`src/rtl/if_stage.sv`:
```
// Instruction fetch stage: issues one instruction-memory request at a time,
// feeds the IF/ID pipeline register, buffers a response that arrives while
// decode is stalled, and drops responses made stale by a decode redirect.
module if_stage #(
    parameter logic [63:0] RESET_PC = 64'h0,
    parameter logic [31:0] NOP_INST = 32'h00000013
) (
    input  logic        clk,
    input  logic        reset,
    input  logic        stall,
    input  logic        control_j,
    input  logic [63:0] pc_j,
    output logic        imem_req,
    output logic [63:0] imem_addr,
    input  logic        imem_ack,
    input  logic [31:0] imem_rdata,
    output logic [63:0] pipe_pc,
    output logic [31:0] pipe_data,
    output logic        pipe_valid
);

    typedef enum logic [1:0] {IDLE, REQ, HOLD, DISCARD} state_t;

    state_t      state, state_next;
    logic [63:0] pc, pc_next;
    logic [63:0] req_addr, req_addr_next;
    logic [63:0] hold_pc, hold_pc_next;
    logic [31:0] hold_data, hold_data_next;
    logic [63:0] pipe_pc_next;
    logic [31:0] pipe_data_next;
    logic        pipe_valid_next;
    logic [63:0] pc_plus4;

    // Sequential PC wraps modulo 2^64 by plain truncation of the adder.
    assign pc_plus4  = pc + 64'd4;
    assign imem_req  = (state == REQ) || (state == DISCARD);
    assign imem_addr = req_addr;

    // Next-state, fetch-address and IF/ID update logic.
    always_comb begin
        state_next      = state;
        pc_next         = pc;
        req_addr_next   = req_addr;
        hold_pc_next    = hold_pc;
        hold_data_next  = hold_data;
        pipe_pc_next    = pipe_pc;
        pipe_data_next  = pipe_data;
        pipe_valid_next = pipe_valid;

        // Redirect or an idle unstalled cycle leaves a bubble; a stall holds IF/ID.
        if (control_j || !stall) begin
            pipe_data_next  = NOP_INST;
            pipe_valid_next = 1'b0;
        end

        case (state)
            IDLE: begin
                state_next    = REQ;
                req_addr_next = pc;
            end

            REQ: begin
                if (control_j) begin
                    pc_next = pc_j;
                    if (imem_ack) begin
                        req_addr_next = pc_j;
                    end else begin
                        state_next = DISCARD;
                    end
                end else if (imem_ack && !stall) begin
                    pipe_pc_next    = req_addr;
                    pipe_data_next  = imem_rdata;
                    pipe_valid_next = 1'b1;
                    pc_next         = pc_plus4;
                    req_addr_next   = pc_plus4;
                end else if (imem_ack) begin
                    hold_pc_next   = req_addr;
                    hold_data_next = imem_rdata;
                    state_next     = HOLD;
                end
            end

            HOLD: begin
                if (control_j) begin
                    pc_next       = pc_j;
                    req_addr_next = pc_j;
                    state_next    = REQ;
                end else if (!stall) begin
                    pipe_pc_next    = hold_pc;
                    pipe_data_next  = hold_data;
                    pipe_valid_next = 1'b1;
                    pc_next         = pc_plus4;
                    req_addr_next   = pc_plus4;
                    state_next      = REQ;
                end
            end

            DISCARD: begin
                if (control_j) begin
                    pc_next = pc_j;
                end else if (imem_ack) begin
                    req_addr_next = pc;
                    state_next    = REQ;
                end
            end

            default: state_next = IDLE;
        endcase
    end

    // State and datapath registers with asynchronous reset.
    always_ff @(posedge clk or posedge reset) begin
        if (reset) begin
            state      <= IDLE;
            pc         <= RESET_PC;
            req_addr   <= 64'h0;
            hold_pc    <= 64'h0;
            hold_data  <= 32'h0;
            pipe_pc    <= 64'h0;
            pipe_data  <= NOP_INST;
            pipe_valid <= 1'b0;
        end else begin
            state      <= state_next;
            pc         <= pc_next;
            req_addr   <= req_addr_next;
            hold_pc    <= hold_pc_next;
            hold_data  <= hold_data_next;
            pipe_pc    <= pipe_pc_next;
            pipe_data  <= pipe_data_next;
            pipe_valid <= pipe_valid_next;
        end
    end

endmodule

```
`config.mk`:
```
export PLATFORM = sky130hd
export DESIGN_NAME = if_stage
export DESIGN_NICKNAME = d
export VERILOG_FILES = /design/src/rtl/if_stage.sv
export SDC_FILE = /design/constraint.sdc
export NUM_CORES = 1
export LEC_CHECK = 0
export ABC_AREA = 1
export CAP_MARGIN = 20
export CELL_PAD_IN_SITES_DETAIL_PLACEMENT = 2
export CELL_PAD_IN_SITES_GLOBAL_PLACEMENT = 2
export CORE_AREA = 2 2 297 182
export DETAILED_ROUTE_END_ITERATION = 7
export DIE_AREA = 0 0 299 184
export PLACE_DENSITY = 0.9
export SYNTH_ARGS = -nofsm -noshare
export SYNTH_HDL_FRONTEND = slang
export SYNTH_SLANG_ARGS = --single-unit
```
`constraint.sdc`:
```
create_clock -name clk -period 26.4 [get_ports clk]
set_input_delay 2.64 -clock clk [delete_from_list [all_inputs] [get_ports clk]]
set_output_delay 2.64 -clock clk [all_outputs]
set_load 0.01 [all_outputs]
```
==> results.md <==
* Status: completed
* Pleak at 9.76 nW
* Power Density at 139 nW/um2
* Ratio of cells with drive above 1 in the final layout at 6.95%
* Cts hold-fix bufs at 0
* Layout fillers at 5912
* DIE AREA at 55000 um2
* Row count at 65
* Post-route design area at 21600 um2
* Core Footprint at 52000 um2
* Avg Cell Area, Syn at 7.40 um2
* Yosys top cell area share at 46.8%
* First-pass GRT wire length at 125 mm
* TritonCTS buffer count at 37
* CTS H-Tree Depth at 2
* Slowest stage cell, crit path: inv_2
* Total Neg Setup Slack at 0 ns
* Port bufs at 262
* # DRC at 0
* DRT Pass-1 Iters at 6
* Count leader, synth: nand2_1
* Min-delay worst type: register to register
* Syn nets at 2418
* Final GP Congestion at 0.941
* CP Capture Type: register
* Area grow syn2layout at 26.2%
* Synth Instances at 2312
* Final #Nets at 2611
* CP peak stage delay at 0.74 ns
* Peak supply drop at 63.3 uV
* Data arrival, critical path at 6.49 ns
* CTS tree: yes
* Final Max Slew Viols at 0
* Initial DRC Count at 1350
* Rel. slew slack at 32.6%
* Grt total ovfl at 0
* Final Worst Setup Slack at 20.32 ns
* Clock Sinks at 323
* Max Cap Viol at 0
* Crit path time final at 6.08 ns
* Postcts setup bufs at 0
* Largest net degree at the start of global routing at 148
* # IOs at 263
* FMAX at 0.164 GHz
* Vias at 18138
* Worst slack at placement at 19.74 ns
* Placed cell area at 20300 um2
* Mapped cell area at 17100 um2
* Die height at 184 um
* Vias in the first global route at 19807
* Initial antenna violation count at 6
* GRT Total Usage at 29.3%
* Period utilization at 23.0%
* Vias per cell at 5.60
* Routed Antenna Nets at 0
* Ranking of synthesized cells by area: dfrtp_1 (47%), nand2_1 (16%), nor2_1 (6.0%)
* RSZ-0062 raised after global routing: no
* CTS max path bufs at 3
* Routed wire length at 81.8 mm
* EDFF count, synth at 0
* Ys async rst share at 100%
* Clk root buf: clkbuf_16
* DR WL/cell at 25.3 um
* Syn. warnings at 0
* Final clock skew at 0.0242 ns
* Die X at 299 um
* Clk slew on worst S/H paths at 0.07 ns
* Worst skew pair latency at 0.57 ns
* CP Cell Sequence: buf_2, buf_4, inv_2, nand2_4, nor2_2, nor2_2, inv_1, or2_2, inv_2, o21ai_1, a21oi_1, a21oi_1
* Kind of critical path: input port to register
* Worst slew pin tran at 1.01 ns
* Design Power at 2.99 mW
* DP HPWL at 55.4 mm
* Initial core utilization at 32.9%
* Synth Flop Type: dfrtp_1
* Post-cts resize count at 0
* Post-synthesis sequential area ratio at 47.3%
* Setup crit start kind: input port
* Worst EP required at 26.81 ns
* Setup violators final at 0
* Commonest cells post-synth: nand2_1 (712), dfrtp_1 (320), nor2_1 (273)
* Post-synthesis register bit count at 323
* CP max FO at 57
* Biggest area consumer among synthesized cells: dfrtp_1
* Hold Vio Cnt, Final at 0
* Synth cell types at 38
[per-stage QoR]
stage	utilization [%]	hold slack (ns)	cells
floorplan	-	0.453	2312
global placement	38.9	0.465	3165
detailed placement	38.9	0.476	3167
CTS	41.4	0.492	3232
global route	41.5	0.517	3238
finish	41.5	0.487	3238
[cell usage in the layout (no fill, tap or decap), drive strengths merged, types with 14 or more instances in the layout]
cell type,n
a21oi,102
a22oi,15
a31oi,66
buf,20
clkbuf,54
clkdlybuf4s50,261
dfrtp,320
inv,193
mux2,41
nand2,725
nand3,159
nor2,288
o211ai,21
o21ai,194
o22ai,14
[kinds of logic (layout without fill, tap and decap cells)]
kind of cell               Yosys count  after routing  share of synthesized area (%)
DFF                                323            323                           47.3
other                                0              4                              0
muxes                               42             42                           2.76
AOI/OAI and AO/OA                  422            422                           13.6
adders and majority gates            5              5                          0.366
xor gates and xnor gates             4              4                          0.205
buffers and inverters              321            540                           7.54
and+or+nand+nor                   1195           1195                           28.3
[power by group]
part	internal (mW)	switching, mW	total (mW)	leakage, nW
registers	0.734	0.263	0.997	3.90
clock network	0.325	0.234	0.560	0.622
logic	0.519	0.916	1.43	5.24
total	1.58	1.41	2.99	9.76
[flip-flops by register name, summed over array words and instances (netlist names)]
signal      flops
hold_data      32
state           2
imem_addr      64
pipe_valid      1
pc             64
pipe_data      32
pipe_pc        64
hold_pc        64
[area by class of cell]
cell class              count  area (um2)  share of cell area, %
clock inverters            11         181                  0.841
well taps                 703         880                   4.08
flip-flops and latches    323        8090                   37.5
multi-input cells        1668        7780                   36.1
diodes                      4        10.0                 0.0464
inverters                 194         737                   3.41
clock buffers              54        1080                   5.01
repair buffers            281        2830                   13.1
[path summary, 6_finish.rpt]
path / slack (ns) / cells past startpoint / startpoint / to
min in group asynchronous: 2.63 / 2 / reset / pipe_data[24]$_DFF_PP0_
setup / recovery: 20.32 / 12 / control_j / imem_addr[7]$_DFFE_PP0P_
setup reg to reg: 22.00 / 11 / state[0]$_DFFE_PP0P_ / imem_addr[14]$_DFFE_PP0P_
max in group asynchronous: 22.21 / 3 / reset / pipe_pc[58]$_DFFE_PP0P_
hold / removal: 0.49 / 2 / hold_pc[13]$_DFFE_PP0P_ / hold_pc[13]$_DFFE_PP0P_
hold reg to reg: 0.49 / 2 / hold_pc[13]$_DFFE_PP0P_ / hold_pc[13]$_DFFE_PP0P_
[layer usage]
layer	global-route usage (%)	routed length, um	vias to the layer above
met2	46.8	37400	636
li1	-	-	7863
met4	8.56	2500	4
met3	5.52	5610	162
met1	40.5	36300	9473
met5	0	22	-
[worst max-delay path: cells and delay by family]
family | cells | cell delay (ns)
AOI/OAI and AO/OA | 3 | 0.59
buffers and inverters | 5 | 2.08
and+or+nand+nor | 4 | 1.07
Power figures use the tool's default switching activity.
